`src/rtl/axil_pkg.sv`:
```
// rtl/axil_pkg.sv - shared types, response codes and helpers for the AXI-Lite register slave
package axil_pkg;

    localparam logic [1:0]  RESP_OKAY   = 2'b00;
    localparam logic [1:0]  RESP_SLVERR = 2'b10;
    localparam logic [31:0] RO_ID_VALUE = 32'h484F_4C59;

    typedef enum logic [1:0] {
        W_IDLE,
        W_HAVE_AW,
        W_HAVE_W,
        W_RESP
    } w_state_t;

    typedef enum logic {
        R_IDLE,
        R_RESP
    } r_state_t;

    typedef struct packed {
        logic       hit;
        logic       is_id;
        logic [5:0] idx;
    } dec_t;

    function automatic logic [31:0] merge_wstrb(
        input logic [31:0] old_val,
        input logic [31:0] new_val,
        input logic [3:0]  strb
    );
        logic [31:0] res;
        res = old_val;
        for (int j = 0; j < 4; j++) begin
            if (strb[j]) res[8*j +: 8] = new_val[8*j +: 8];
        end
        return res;
    endfunction

    // is_id flags the word just past the register bank; the caller decides whether it exists
    function automatic dec_t decode_addr(
        input logic [31:0] addr,
        input logic [31:0] base,
        input logic [31:0] n_regs
    );
        dec_t        d;
        logic [31:0] word;
        word    = (addr - base) >> 2;
        d.idx   = 6'(word);
        d.hit   = (addr >= base) && (word < n_regs);
        d.is_id = (addr >= base) && (word == n_regs);
        return d;
    endfunction

endpackage

```
`src/rtl/axil_reg_slave.sv`:
```
// rtl/axil_reg_slave.sv - AXI-Lite register bank responder; optional read-only ID word via AXIL_REG_SLAVE_RO_ID_EN
module axil_reg_slave
    import axil_pkg::*;
#(
    parameter int          N_REGS    = 8,
    parameter logic [31:0] BASE_ADDR = 32'h0000_3000
) (
    input  logic                 clk,
    input  logic                 rst,
    input  logic [31:0]          s_axi_lite_awaddr,
    input  logic                 s_axi_lite_awvalid,
    output logic                 s_axi_lite_awready,
    input  logic [31:0]          s_axi_lite_wdata,
    input  logic [3:0]           s_axi_lite_wstrb,
    input  logic                 s_axi_lite_wvalid,
    output logic                 s_axi_lite_wready,
    output logic [1:0]           s_axi_lite_bresp,
    output logic                 s_axi_lite_bvalid,
    input  logic                 s_axi_lite_bready,
    input  logic [31:0]          s_axi_lite_araddr,
    input  logic                 s_axi_lite_arvalid,
    output logic                 s_axi_lite_arready,
    output logic [31:0]          s_axi_lite_rdata,
    output logic [1:0]           s_axi_lite_rresp,
    output logic                 s_axi_lite_rvalid,
    input  logic                 s_axi_lite_rready,
    output logic [N_REGS*32-1:0] reg_out,
    output logic [N_REGS-1:0]    reg_wr_pulse
);

    logic [31:0] regs [N_REGS];

    w_state_t    w_state, w_next;
    r_state_t    r_state, r_next;
    logic        aw_hs, w_hs, ar_hs, commit;
    logic [31:0] aw_addr_q, wdata_q;
    logic [3:0]  wstrb_q;
    logic [31:0] w_addr_eff, w_data_eff;
    logic [3:0]  w_strb_eff;
    dec_t        w_dec, r_dec;
    logic [31:0] rdata_n;
    logic [1:0]  rresp_n;

    // Write FSM: readies, handshakes and next state
    always_comb begin
        w_next             = w_state;
        s_axi_lite_awready = 1'b0;
        s_axi_lite_wready  = 1'b0;
        if (!rst) begin
            case (w_state)
                W_IDLE:    begin s_axi_lite_awready = 1'b1; s_axi_lite_wready = 1'b1; end
                W_HAVE_AW: s_axi_lite_wready  = 1'b1;
                W_HAVE_W:  s_axi_lite_awready = 1'b1;
                default:   ;
            endcase
        end
        aw_hs = s_axi_lite_awvalid && s_axi_lite_awready;
        w_hs  = s_axi_lite_wvalid && s_axi_lite_wready;
        case (w_state)
            W_IDLE: begin
                if (aw_hs && w_hs) w_next = W_RESP;
                else if (aw_hs)    w_next = W_HAVE_AW;
                else if (w_hs)     w_next = W_HAVE_W;
            end
            W_HAVE_AW: if (w_hs)              w_next = W_RESP;
            W_HAVE_W:  if (aw_hs)             w_next = W_RESP;
            W_RESP:    if (s_axi_lite_bready) w_next = W_IDLE;
            default:   w_next = W_IDLE;
        endcase
        commit = (w_state != W_RESP) && (w_next == W_RESP);
    end

    // The channel arriving on the commit edge bypasses its holding register
    assign w_addr_eff = aw_hs ? s_axi_lite_awaddr : aw_addr_q;
    assign w_data_eff = w_hs  ? s_axi_lite_wdata  : wdata_q;
    assign w_strb_eff = w_hs  ? s_axi_lite_wstrb  : wstrb_q;
    assign w_dec      = decode_addr(w_addr_eff, BASE_ADDR, 32'(N_REGS));

    always_ff @(posedge clk) begin
        if (rst) w_state <= W_IDLE;
        else     w_state <= w_next;
    end

    always_ff @(posedge clk) begin
        if (rst) begin
            for (int k = 0; k < N_REGS; k++) regs[k] <= '0;
            reg_wr_pulse     <= '0;
            s_axi_lite_bresp <= RESP_OKAY;
            aw_addr_q        <= '0;
            wdata_q          <= '0;
            wstrb_q          <= '0;
        end else begin
            reg_wr_pulse <= '0;
            if (aw_hs) aw_addr_q <= s_axi_lite_awaddr;
            if (w_hs) begin
                wdata_q <= s_axi_lite_wdata;
                wstrb_q <= s_axi_lite_wstrb;
            end
            if (commit) begin
                s_axi_lite_bresp <= w_dec.hit ? RESP_OKAY : RESP_SLVERR;
                for (int k = 0; k < N_REGS; k++) begin
                    if (w_dec.hit && w_dec.idx == 6'(k)) begin
                        regs[k]         <= merge_wstrb(regs[k], w_data_eff, w_strb_eff);
                        reg_wr_pulse[k] <= 1'b1;
                    end
                end
            end
        end
    end

    assign s_axi_lite_bvalid = (w_state == W_RESP);

    // Read path
    assign s_axi_lite_arready = !rst && (r_state == R_IDLE);
    assign ar_hs              = s_axi_lite_arvalid && s_axi_lite_arready;
    assign r_dec              = decode_addr(s_axi_lite_araddr, BASE_ADDR, 32'(N_REGS));

    always_comb begin
        r_next = r_state;
        case (r_state)
            R_IDLE:  if (ar_hs)             r_next = R_RESP;
            R_RESP:  if (s_axi_lite_rready) r_next = R_IDLE;
            default: r_next = R_IDLE;
        endcase
    end

    always_comb begin
        rdata_n = '0;
        rresp_n = r_dec.hit ? RESP_OKAY : RESP_SLVERR;
        for (int k = 0; k < N_REGS; k++) begin
            if (r_dec.hit && r_dec.idx == 6'(k)) rdata_n = regs[k];
        end
`ifdef AXIL_REG_SLAVE_RO_ID_EN
        if (r_dec.is_id) begin
            rdata_n = RO_ID_VALUE;
            rresp_n = RESP_OKAY;
        end
`endif
    end

`ifdef AXIL_REG_SLAVE_RO_ID_EN
    logic unused_id;
    assign unused_id = w_dec.is_id;
`else
    logic unused_id;
    assign unused_id = w_dec.is_id ^ r_dec.is_id;
`endif

    always_ff @(posedge clk) begin
        if (rst) r_state <= R_IDLE;
        else     r_state <= r_next;
    end

    // Sampled from the pre-edge register values, so a same-cycle write is not visible
    always_ff @(posedge clk) begin
        if (rst) begin
            s_axi_lite_rdata <= '0;
            s_axi_lite_rresp <= RESP_OKAY;
        end else if (ar_hs) begin
            s_axi_lite_rdata <= rdata_n;
            s_axi_lite_rresp <= rresp_n;
        end
    end

    assign s_axi_lite_rvalid = (r_state == R_RESP);

    for (genvar k = 0; k < N_REGS; k++) begin : g_out
        assign reg_out[32*k +: 32] = regs[k];
    end

endmodule

```
`config.mk`:
```
export PLATFORM = sky130hd
export DESIGN_NAME = axil_reg_slave
export DESIGN_NICKNAME = d
export VERILOG_FILES = /design/src/rtl/axil_pkg.sv /design/src/rtl/axil_reg_slave.sv
export SDC_FILE = /design/constraint.sdc
export NUM_CORES = 1
export LEC_CHECK = 0
export CAP_MARGIN = 0
export CORE_MARGIN = 2
export CORE_UTILIZATION = 44
export CTS_CLUSTER_DIAMETER = 150
export DETAILED_ROUTE_END_ITERATION = 8
export PLACE_DENSITY = 0.73
export SYNTH_ARGS = -nofsm -noshare
export SYNTH_HDL_FRONTEND = slang
export SYNTH_SLANG_ARGS = --single-unit
export TNS_END_PERCENT = 30
```
`constraint.sdc`:
```
create_clock -name clk -period 3.1 [get_ports clk]
set_input_delay 0.31 -clock clk [delete_from_list [all_inputs] [get_ports clk]]
set_output_delay 0.31 -clock clk [all_outputs]
set_load 0.01 [all_outputs]
```
Yosys cells after proc, flatten, opt, wreduce, memory -nomap -nowiden
Memory sizes are Yosys's and may differ from the RTL's. Index checks and enable logic that the tools add are counted.

Word-level logic and storage cells: 273. Input port bits: 107. Bits in latches: 0. RAM bits: 256. Memories: 1. Output and inout bits: 305. Bits in read-only memories: 0. Flip-flop bits (word level): 115.

Memories: regs (words 8, width 32, read ports 8, clocked after memory_dff 0, write ports 8, RTL line axil_reg_slave.sv:31) `logic [31:0] regs [N_REGS];`.

Order comparisons: 4. Add/subtract/negate cells: 2. Multiplexer cells: 197. Reduce and logical (&&, ||, !) cells: 31. Shifts and indexed selects: 0. Bitwise gates (word level): 10. Multiply operators: 0. Eq/ne operators: 19. Div/mod/pow operators: 0.

Operators with widths (count): $mux 8 (128); $mux 32 (18); $ge 32x14->1 const B (2); $sub 32x14->32 const B (2); $lt 30x4->1 const B (2); $eq 6x3->1 const B (8); $mux 1 (40); $eq 6x2->1 const B (4); $logic_and 1x1->1 (24); $mux 2 (8); $eq 6x1->1 const B (2); $logic_not 6->1 (2); $or 1x1->1 (8); $pmux 2 s4 (1); $eq 2x2->1 const B (3); $reduce_or 2->1 (3); $mux 4 (1); $eq 2x1->1 const B (1); $logic_not 2->1 (1); $ne 2x2->1 const B (1); $not 1->1 (2); $pmux 1 s2 (1); $logic_not 1->1 (1).

Longest topological paths before layout
Gate-level depths: netlist of the first run.

Depth in word-level cells: 15. Depth in mapped cells: 12. Depth with buffers taken out: 7.

Least setup slack after synthesis of the first run
OpenSTA, ideal clock, no wires.

Path kind: input to register. From: in rst. To: mem regs[5][0] (netlist: regs[1][32]) (enable). Data arrival time: 2640 ps. Path slack: 86 ps. Path buffers: 2. Library setup time: 375 ps. Cell stages on the path: 8. Data required time: 2725 ps. Cells stage by stage: buf_6 or3b_1 or4_4 nor4_4 o211ai_2 or2_2 clkbuf_1 o21bai_1.

RTL lines: start: declaration (RTL line axil_reg_slave.sv:9) `input logic rst,`; end: declaration (RTL line axil_reg_slave.sv:31).

==> results of run 1 <==
## power by group through the flow
| stage | combinational [mW] | clock (mW) | sequential, mW |
|---|---|---|---|
| 6_report | 1.21 | 4.59 | 5.54 |
| 5_1_grt | 1.28 | 4.84 | 5.56 |
| 4_1_cts | 1.21 | 4.63 | 5.54 |
| 3_5_place_dp | 1.20 | 0 | 5.65 |
| 3_3_place_gp | 1.18 | 0 | 5.64 |
| 2_1_floorplan | 0.419 | 0 | 5.67 |
## registers in the layout, indices dropped and copies added (netlist names)
name,cells
aw_addr_q,30
s_axi_lite_bresp,1
s_axi_lite_rdata,32
w_state,2
wdata_q,32
regs,256
s_axi_lite_rvalid,1
s_axi_lite_rresp,1
reg_wr_pulse,8
wstrb_q,4
## area by class of cell
type / count / area, µm² / share of cell area
clock buffers: 62 / 1180 / 0.0537
clock inverters: 8 / 77.6 / 0.00354
inverters: 32 / 120 / 0.00548
multi-input cells: 848 / 5060 / 0.231
flip-flops and latches: 367 / 9910 / 0.452
well taps: 455 / 569 / 0.0260
repair buffers: 522 / 4980 / 0.228
## cell families after synthesis
group                  Yosys count  share of synthesized area
buffers and inverters          128                     0.0372
DFF                            367                      0.638
muxes                           76                     0.0756
other                            1                   0.000241
and+or+nand+nor                543                      0.152
AOI/OAI and AO/OA              227                     0.0971
## synthesized netlist by cell type (5+ instances only)
cell type  instances  area, µm²
nor2_4            10        113
buf_6              9        101
o211ai_1          28        210
o21bai_1          36        270
o31ai_1           15        113
nor2_1           305       1140
edfxtp_1         256       7690
buf_1             12       45.0
mux4_2            32        721
nand2_1          132        495
nor3_1            24        120
dfxtp_1          111       2220
o21ai_0           13       65.1
o32ai_1           25        219
a21oi_1           89        445
nand4_1            7       43.8
buf_2              9       45.0
inv_1             32        120
mux2i_1           33        330
clkbuf_1          63        236
mux2_2            11        124
nand3b_1           5       37.5
or3_1             11       68.8
nor4_1            14       87.6
## worst min-delay path, cell delays in order
cell and delay [ns]:
buf_4 0.11, nor3b_2 0.07, buf_4 0.15, nand2_1 0.06
a21oi_1 0.05
## through the flow
stage / setup TNS (ns) / utilization / worst slack (ns) / hold WS [ns] / instances
detailed placement: -58.49 / 0.596 / -0.297 / 0.449 / 2224
global route: 0 / 0.632 / 0.0888 / 0.295 / 2294
floorplan: 0 / - / 0.0858 / 0.410 / 1343
CTS: 0 / 0.632 / 0.225 / 0.269 / 2294
finish: 0 / 0.632 / 0.223 / 0.287 / 2294
global placement: -40.74 / 0.596 / -0.230 / 0.428 / 2224
## per-layer routing
layer	global-route usage	part of all wire	up-vias
met1	0.377	0.39	6229
met5	0	0	-
met2	0.467	0.47	711
met4	0.0861	0.030	0
li1	-	-	5751
met3	0.0685	0.11	103
## how the worst max path moves through the flow
| stage | from | slack, ns | end | cells past startpoint |
|---|---|---|---|---|
| CTS | w_state[0] | 0.22 | regs[0][109] | 8 |
| global placement | s_axi_lite_awvalid | -0.23 | regs[0][109] | 9 |
| global route | w_state[0] | 0.09 | regs[0][33] | 9 |
| detailed placement | s_axi_lite_awvalid | -0.30 | regs[0][106] | 9 |
| floorplan | rst | 0.09 | regs[1][32] | 8 |
| finish | w_state[0] | 0.22 | regs[0][109] | 8 |
==> results.sh, run 1 <==
export IMPL_clock_sinks=367
export IMPL_h_tree_depth=2
export IMPL_power_switching_mw=2.64
export IMPL_clkPwrFrac=0.404
export IMPL_slew_headroom=0.472
export IMPL_die_height_um=192
export IMPL_hold_path_depth=5
export IMPL_drtAntennaViolNets=0
export IMPL_cts_buffers=39
export IMPL_syn2layout_area_growth_pct=41.0
export IMPL_cp_slowest_cell="or4_4"
export IMPL_dp_hpwl_mm=40.8
export IMPL_syn_area_um2=15500
export IMPL_final_hold_violation_count=0
export IMPL_core_um2=34600
export IMPL_diodes=0
export IMPL_p_seq_frac=0.489
export IMPL_antenna_found_initial=0
export IMPL_cts_buffer_depth=3
export IMPL_finalSetupViolations=0
export IMPL_cp_required_ns=3.34
export IMPL_r2r_end="regs[0][109]"
export IMPL_drv_slew=0
export IMPL_ys_seq_area_frac=0.638
export IMPL_cts_tree="done"
export IMPL_placed_cell_area_um2=20600
export IMPL_path_buf_inv=2
export IMPL_fill_cells=2679
export IMPL_fmax_mhz=348
export IMPL_ys_flop_type="edfxtp_1"
export IMPL_drtIter0Drc=1215
export IMPL_synth_edf_count=256
export IMPL_clock_latency_ns=0.52
export IMPL_crit_top_cell="buf_4"
export IMPL_hp_start="rst"
export IMPL_finalPower_mw=11.3
export IMPL_crit_chain="or3b_1, or4_4, nor4_4, o211ai_2, buf_4, a21o_1, o21bai_1, buf_4"
export IMPL_arrival_ns=3.12
export IMPL_io_pins=412
export IMPL_hold_end="aw_addr_q[28]"
export IMPL_nets=1917
export IMPL_p_per_area_nw_per_um2=518
export IMPL_r2r_cells=8
export IMPL_maxCapViolations=0
export IMPL_final_cell_mix="402 x clkdlybuf4s50_1, 304 x nor2_1, 256 x edfxtp_1"
export IMPL_routed_wl_mm=53.5
export IMPL_cts_hold_buf=0
export IMPL_power_frac_comb=0.107
export IMPL_slowest_delay_ns=0.46
export IMPL_start_util=0.449
export IMPL_fin_crit_ns=2.88
export IMPL_min_path_type="input port to flop"
export IMPL_skew_ns=0.0178
export IMPL_layout_commonest_cell="clkdlybuf4s50_1"
export IMPL_vias=12800
export IMPL_path_class="flop to flop"
export IMPL_cp_end_kind="flop"
export IMPL_cp_max_fo=10
export IMPL_std_cell_rows=68
export IMPL_first_pass_iters=5
export IMPL_dieArea_um2=36800
export IMPL_synth_seq_cells=367
export IMPL_status="complete, no violations"
export IMPL_start_kind="flop"
export IMPL_p_leak_nw=7.79
export IMPL_die_x_um=192
export IMPL_worst_r2r_startpoint="w_state[0]"
export IMPL_p_sw_frac=0.233
export IMPL_ys_types=53
export IMPL_grt_first_pass_wirelength_mm=77.2
export IMPL_p_int_mw=8.70
export IMPL_grt_usage=0.285
export IMPL_avgSynthCellArea_um2=11.6
export IMPL_cp_top_family="simple AND/OR/NAND/NOR gates"
export IMPL_async_flop_share=0
export IMPL_first_global_vias=12400
export IMPL_cts_root_buf="clkbuf_16"
export IMPL_drc=0
export IMPL_grt_max_degree=50
export IMPL_avgViaCountPerCell=5.58
export IMPL_clk_pin_slew_ns=0.06
export IMPL_port_buffers=405
export IMPL_gp_congestion=0.900
export IMPL_wl_per_cell_um=23.3
export IMPL_drive_gt1_frac=0.131
export IMPL_syn_inst=1342
export IMPL_postCtsSetupBuffers=0
export IMPL_grt_setup_unrepaired="false"
export IMPL_cts_resized=0
export IMPL_tightest_slew_ns=0.788
export IMPL_overflow=0
export IMPL_synth_warnings=0
export IMPL_fin_area_um2=21900
export IMPL_reg2reg_slack_ns=0.22
export IMPL_post_route_period_util=0.928
export IMPL_ir_worst_vdd_uv=276
No activity file was read; power rests on OpenSTA's default activity.
==> run 2: changes to the inputs <==
- GPL_ROUTABILITY_DRIVEN: default -> 0
- GPL_TIMING_DRIVEN: default -> 1
==> results.sh, run 2 (synthesized netlist as in run 1, its figures left out) <==
export IMPL_cp_end_kind="flop"
export IMPL_slowest_delay_ns=0.48
export IMPL_std_cell_rows=68
export IMPL_dpl_cell_count=2224
export IMPL_port_buffers=405
export IMPL_start_kind="flop"
export IMPL_cts_buffers=41
export IMPL_cts_tree="done"
export IMPL_core_um2=34600
export IMPL_cp_max_fo=9
export IMPL_stdcell_count=2299
export IMPL_setup_worst_path_start="w_state[0]"
export IMPL_syn2layout_area_growth_pct=41.7
export IMPL_clock_latency_ns=0.53
export IMPL_dp_hpwl_mm=41.3
export IMPL_cts_buffer_depth=3
export IMPL_clock_sinks=367
export IMPL_top_register="regs"
export IMPL_final_cell_mix="402 x clkdlybuf4s50_1, 304 x nor2_1, 256 x edfxtp_1"
export IMPL_avgViaCountPerCell=5.58
export IMPL_largestRegisters="regs: 256 flops, s_axi_lite_rdata: 32 flops, wdata_q: 32 flops"
export IMPL_crit_chain="or3b_1, or4_4, nor4_4, o211ai_2, or2_2, o21bai_1, buf_4"
export IMPL_min_path_type="input port to flop"
export IMPL_drive_gt1_frac=0.132
export IMPL_h_tree_depth=2
export IMPL_layout_commonest_cell="clkdlybuf4s50_1"
export IMPL_vias=12800
export IMPL_postCtsSetupBuffers=0
export IMPL_fin_crit_ns=2.88
export IMPL_wl_per_cell_um=23.5
export IMPL_drv_slew=0
export IMPL_diodes=0
export IMPL_overflow=0
export IMPL_tightest_slew_ns=0.728
export IMPL_dp_slack_ns=-0.246
export IMPL_post_route_period_util=0.928
export IMPL_cts_hold_buf=0
export IMPL_fin_ws_ns=0.223
export IMPL_cp_required_ns=3.32
export IMPL_cp_top_family="simple AND/OR/NAND/NOR gates"
export IMPL_path_class="flop to flop"
export IMPL_start_util=0.449
export IMPL_dieArea_um2=36800
export IMPL_hp_start="rst"
export IMPL_first_pass_iters=7
export IMPL_ir_worst_vdd_uv=422
export IMPL_first_global_vias=12500
export IMPL_worst_r2r_startpoint="w_state[0]"
export IMPL_fmax_mhz=348
export IMPL_cts_root_buf="clkbuf_16"
export IMPL_maxCapViolations=0
export IMPL_nets=1919
export IMPL_finalSetupViolations=0
export IMPL_routed_wl_mm=54.0
export IMPL_cts_resized=0
export IMPL_grt_max_degree=50
export IMPL_antenna_found_initial=0
export IMPL_p_per_area_nw_per_um2=523
export IMPL_skew_ns=0.0191
export IMPL_p_leak_nw=7.85
export IMPL_die_height_um=192
export IMPL_finalPower_mw=11.5
export IMPL_drc=0
export IMPL_status="complete, no violations"
export IMPL_cp_slowest_cell="or2_2"
export IMPL_largest_reg_flops=256
export IMPL_drtIter0Drc=1235
export IMPL_grt_setup_unrepaired="false"
export IMPL_path_buf_inv=1
export IMPL_drtAntennaViolNets=0
export IMPL_slew_headroom=0.513
export IMPL_hold_worst_slack_ns=0.330
export IMPL_final_hold_violation_count=0
export IMPL_die_x_um=192
export IMPL_arrival_ns=3.09
export IMPL_grt_usage=0.286
export IMPL_clk_pin_slew_ns=0.06
export IMPL_io_pins=412
export IMPL_grt_first_pass_wirelength_mm=77.4
run 2: changes by cell type in the layout (fill, tap and decap cells not counted):
| cell | delta |
|---|---|
| buf_12 | +3 |
| buf_4 | -3 |
| bufinv_16 | +1 |
| clkbuf_1 | -4 |
| clkbuf_16 | +1 |
| clkinv_1 | +6 |
| clkinv_2 | +1 |
| clkinvlp_4 | -1 |
| inv_8 | +1 |
run 2: worst paths after layout:
check,cells after the start,endpoint,slack [ns]
setup reg to reg,7,regs[1][121],0.22
hold reg to reg,2,s_axi_lite_rdata[23],0.44
setup / recovery,7,regs[1][121],0.22
hold / removal,5,aw_addr_q[28],0.33
run 2: report_power, final:
part	internal, mW	switching [mW]
Combinational	0.591	0.627
Sequential	5.42	0.125
Clock	2.83	1.91
Total	8.84	2.66
run 2: layer usage:
metal	share of wire	vias up	track usage
met5	0	-	0
met4	0.028	0	0.0828
met3	0.11	96	0.0599
met2	0.48	723	0.477
met1	0.39	6250	0.378
li1	-	5752	-
run 2: stage by stage:
stage                     TNS (ns)  cell area [µm²]   util
after floorplan                  0            15500      -
after global placement      -43.62            20700  0.597
after detailed placement    -73.86            20700  0.597
after CTS                        0            22000  0.636
after global routing             0            22000  0.636
final                            0            22000  0.636
run 2: layout make-up:
type                            instances  area (µm²)
Clock buffer                           59        1190
Timing Repair Buffer                  522        5020
Fill cell                            2703       12600
Inverter                               32         120
Clock inverter                         16         139
Sequential cell                       367        9910
Multi-Input combinational cell        848        5060
Tap cell                              455         569
run 2: worst min-delay path: cells and delay by family:
family | cells | cell delay, ns
buf+inv | 2 | 0.30
compound gates | 1 | 0.05
simple gates | 2 | 0.14
==> run 3: changes to the inputs <==
- CAP_MARGIN: 0 -> default
- CORE_UTILIZATION: 44 -> 50
- PLACE_DENSITY: 0.73 -> 0.79
- clock period: 3.1 -> 3.52 ns (I/O delays scaled with it)
==> results.sh, run 3 (synthesized netlist as in run 1, its figures left out) <==
export IMPL_overflow=0
export IMPL_routed_wl_mm=52.3
export IMPL_worst_r2r_startpoint="w_state[0]"
export IMPL_postCtsSetupBuffers=0
export IMPL_std_cell_rows=64
export IMPL_fmax_mhz=335
export IMPL_p_seq_frac=0.482
export IMPL_maxCapViolations=0
export IMPL_fin_crit_ns=2.98
export IMPL_largestRegisters="regs: 256 flops, s_axi_lite_rdata: 32 flops, wdata_q: 32 flops"
export IMPL_grt_usage=0.314
export IMPL_fin_area_um2=21700
export IMPL_layout_commonest_cell="clkdlybuf4s50_1"
export IMPL_start_kind="flop"
export IMPL_clock_sinks=367
export IMPL_status="complete, no violations"
export IMPL_antenna_found_initial=2
export IMPL_finalSetupTns_ns=0
export IMPL_h_tree_depth=2
export IMPL_cp_end_kind="flop"
export IMPL_p_int_mw=7.82
export IMPL_placed_cell_area_um2=20400
export IMPL_syn2layout_area_growth_pct=39.8
export IMPL_clk_pin_slew_ns=0.06
export IMPL_slew_headroom=0.439
export IMPL_r2r_end="regs[1][9]"
export IMPL_cts_tree="done"
export IMPL_avgViaCountPerCell=5.85
export IMPL_dp_hpwl_mm=38.9
export IMPL_r2r_cells=8
export IMPL_post_route_period_util=0.848
export IMPL_dieArea_um2=32500
export IMPL_tightest_slew_ns=0.842
export IMPL_grt_max_degree=75
export IMPL_cts_root_buf="clkbuf_16"
export IMPL_final_cell_mix="402 x clkdlybuf4s50_1, 304 x nor2_1, 256 x edfxtp_1"
export IMPL_cts_hold_buf=0
export IMPL_io_pins=412
export IMPL_core_um2=30600
export IMPL_grt_first_pass_wirelength_mm=77.3
export IMPL_skew_ns=0.0187
export IMPL_ir_worst_vdd_uv=313
export IMPL_p_per_area_nw_per_um2=465
export IMPL_power_frac_comb=0.105
export IMPL_top_register="regs"
export IMPL_die_height_um=180
export IMPL_wl_per_cell_um=23.6
export IMPL_drtAntennaViolNets=0
export IMPL_drive_gt1_frac=0.123
export IMPL_power_switching_mw=2.29
export IMPL_setup_worst_path_start="w_state[0]"
export IMPL_p_sw_frac=0.227
export IMPL_arrival_ns=3.35
export IMPL_start_util=0.508
export IMPL_die_x_um=180
export IMPL_cts_buffers=38
export IMPL_cts_resized=0
export IMPL_vias=13000
export IMPL_port_buffers=405
export IMPL_largest_reg_flops=256
export IMPL_clkPwrFrac=0.413
export IMPL_drv_slew=0
export IMPL_hold_path_depth=2
export IMPL_nets=1898
export IMPL_finalSetupViolations=0
export IMPL_cp_required_ns=3.89
export IMPL_final_hold_violation_count=0
export IMPL_cp_max_fo=33
export IMPL_clock_latency_ns=0.53
export IMPL_first_global_vias=12500
export IMPL_first_pass_iters=7
export IMPL_reg2reg_slack_ns=0.54
export IMPL_p_leak_nw=7.73
export IMPL_hp_start="rst"
export IMPL_drtIter0Drc=1463
export IMPL_grt_setup_unrepaired="false"
export IMPL_min_path_type="input port to flop"
export IMPL_hold_end="aw_addr_q[27]"
export IMPL_drc=0
export IMPL_cts_buffer_depth=3
export IMPL_path_class="flop to flop"
## run 3: changes by cell type in the layout (fill, tap and decap cells not counted), sizes merged
| cell | previous run | this run |
|---|---|---|
| bufinv | 2 | 3 |
| inv | 34 | 32 |
| clkinv | 11 | 9 |
| diode | 0 | 2 |
| clkinvlp | 1 | 0 |
| buf | 120 | 102 |
| clkbuf | 59 | 58 |
## run 3: worst max-delay path, cell delays in order, from the launching register on
cell,delay [ns]
dfxtp_1,0.38
or3b_1,0.40
or4_4,0.46
nor4_4,0.32
o211ai_2,0.17
a21o_1,0.30
or2_2,0.30
buf_4,0.29
nor2_1,0.17
## run 3: final cells by class
| type | instances | area, µm² |
|---|---|---|
| multi-input combinational | 848 | 5060 |
| antenna | 2 | 5.00 |
| sequential | 367 | 9910 |
| clock inverter | 12 | 130 |
| timing repair buffer | 504 | 4810 |
| clock buffer | 58 | 1180 |
| tap | 396 | 495 |
| fill | 2156 | 8870 |
| inverter | 32 | 120 |
## run 3: worst max-delay path by stage
stage,endpoint,slack [ns],depth (start not counted)
floorplan,regs[1][32],0.46,8
global placement,s_axi_lite_rdata[30],0.20,9
detailed placement,regs[1][0],0.14,9
CTS,regs[1][9],0.58,8
global route,regs[1][21],0.41,8
finish,regs[1][9],0.54,8
## run 3: metal layers
metal / GRT usage / vias up / share of wire
li1: - / 5716 / -
met1: 0.402 / 6265 / 0.37
met2: 0.498 / 872 / 0.46
met3: 0.0859 / 131 / 0.12
met4: 0.145 / 0 / 0.051
met5: 0 / - / 0
## run 3: stage by stage
| step | utilization | std cells | setup slack, ns | total power [mW] | hold slack [ns] |
|---|---|---|---|---|---|
| 6_report | 0.710 | 2219 | 0.536 | 10.1 | 0.0899 |
| 3_5_place_dp | 0.667 | 2147 | 0.137 | 6.00 | 0.438 |
| 5_1_grt | 0.710 | 2218 | 0.413 | 10.4 | 0.0917 |
| 4_1_cts | 0.710 | 2217 | 0.577 | 10.1 | 0.0808 |
| 3_3_place_gp | 0.667 | 2147 | 0.205 | 5.98 | 0.424 |
| 2_1_floorplan | - | 1343 | 0.464 | 5.36 | 0.436 |
## run 3: power by group through the flow
stage	registers [mW]	clock network (mW)	logic [mW]
detailed placement	4.97	0	1.04
finish	4.88	4.17	1.06
global route	4.89	4.36	1.11
global placement	4.96	0	1.02
CTS	4.87	4.18	1.05
floorplan	4.99	0	0.369
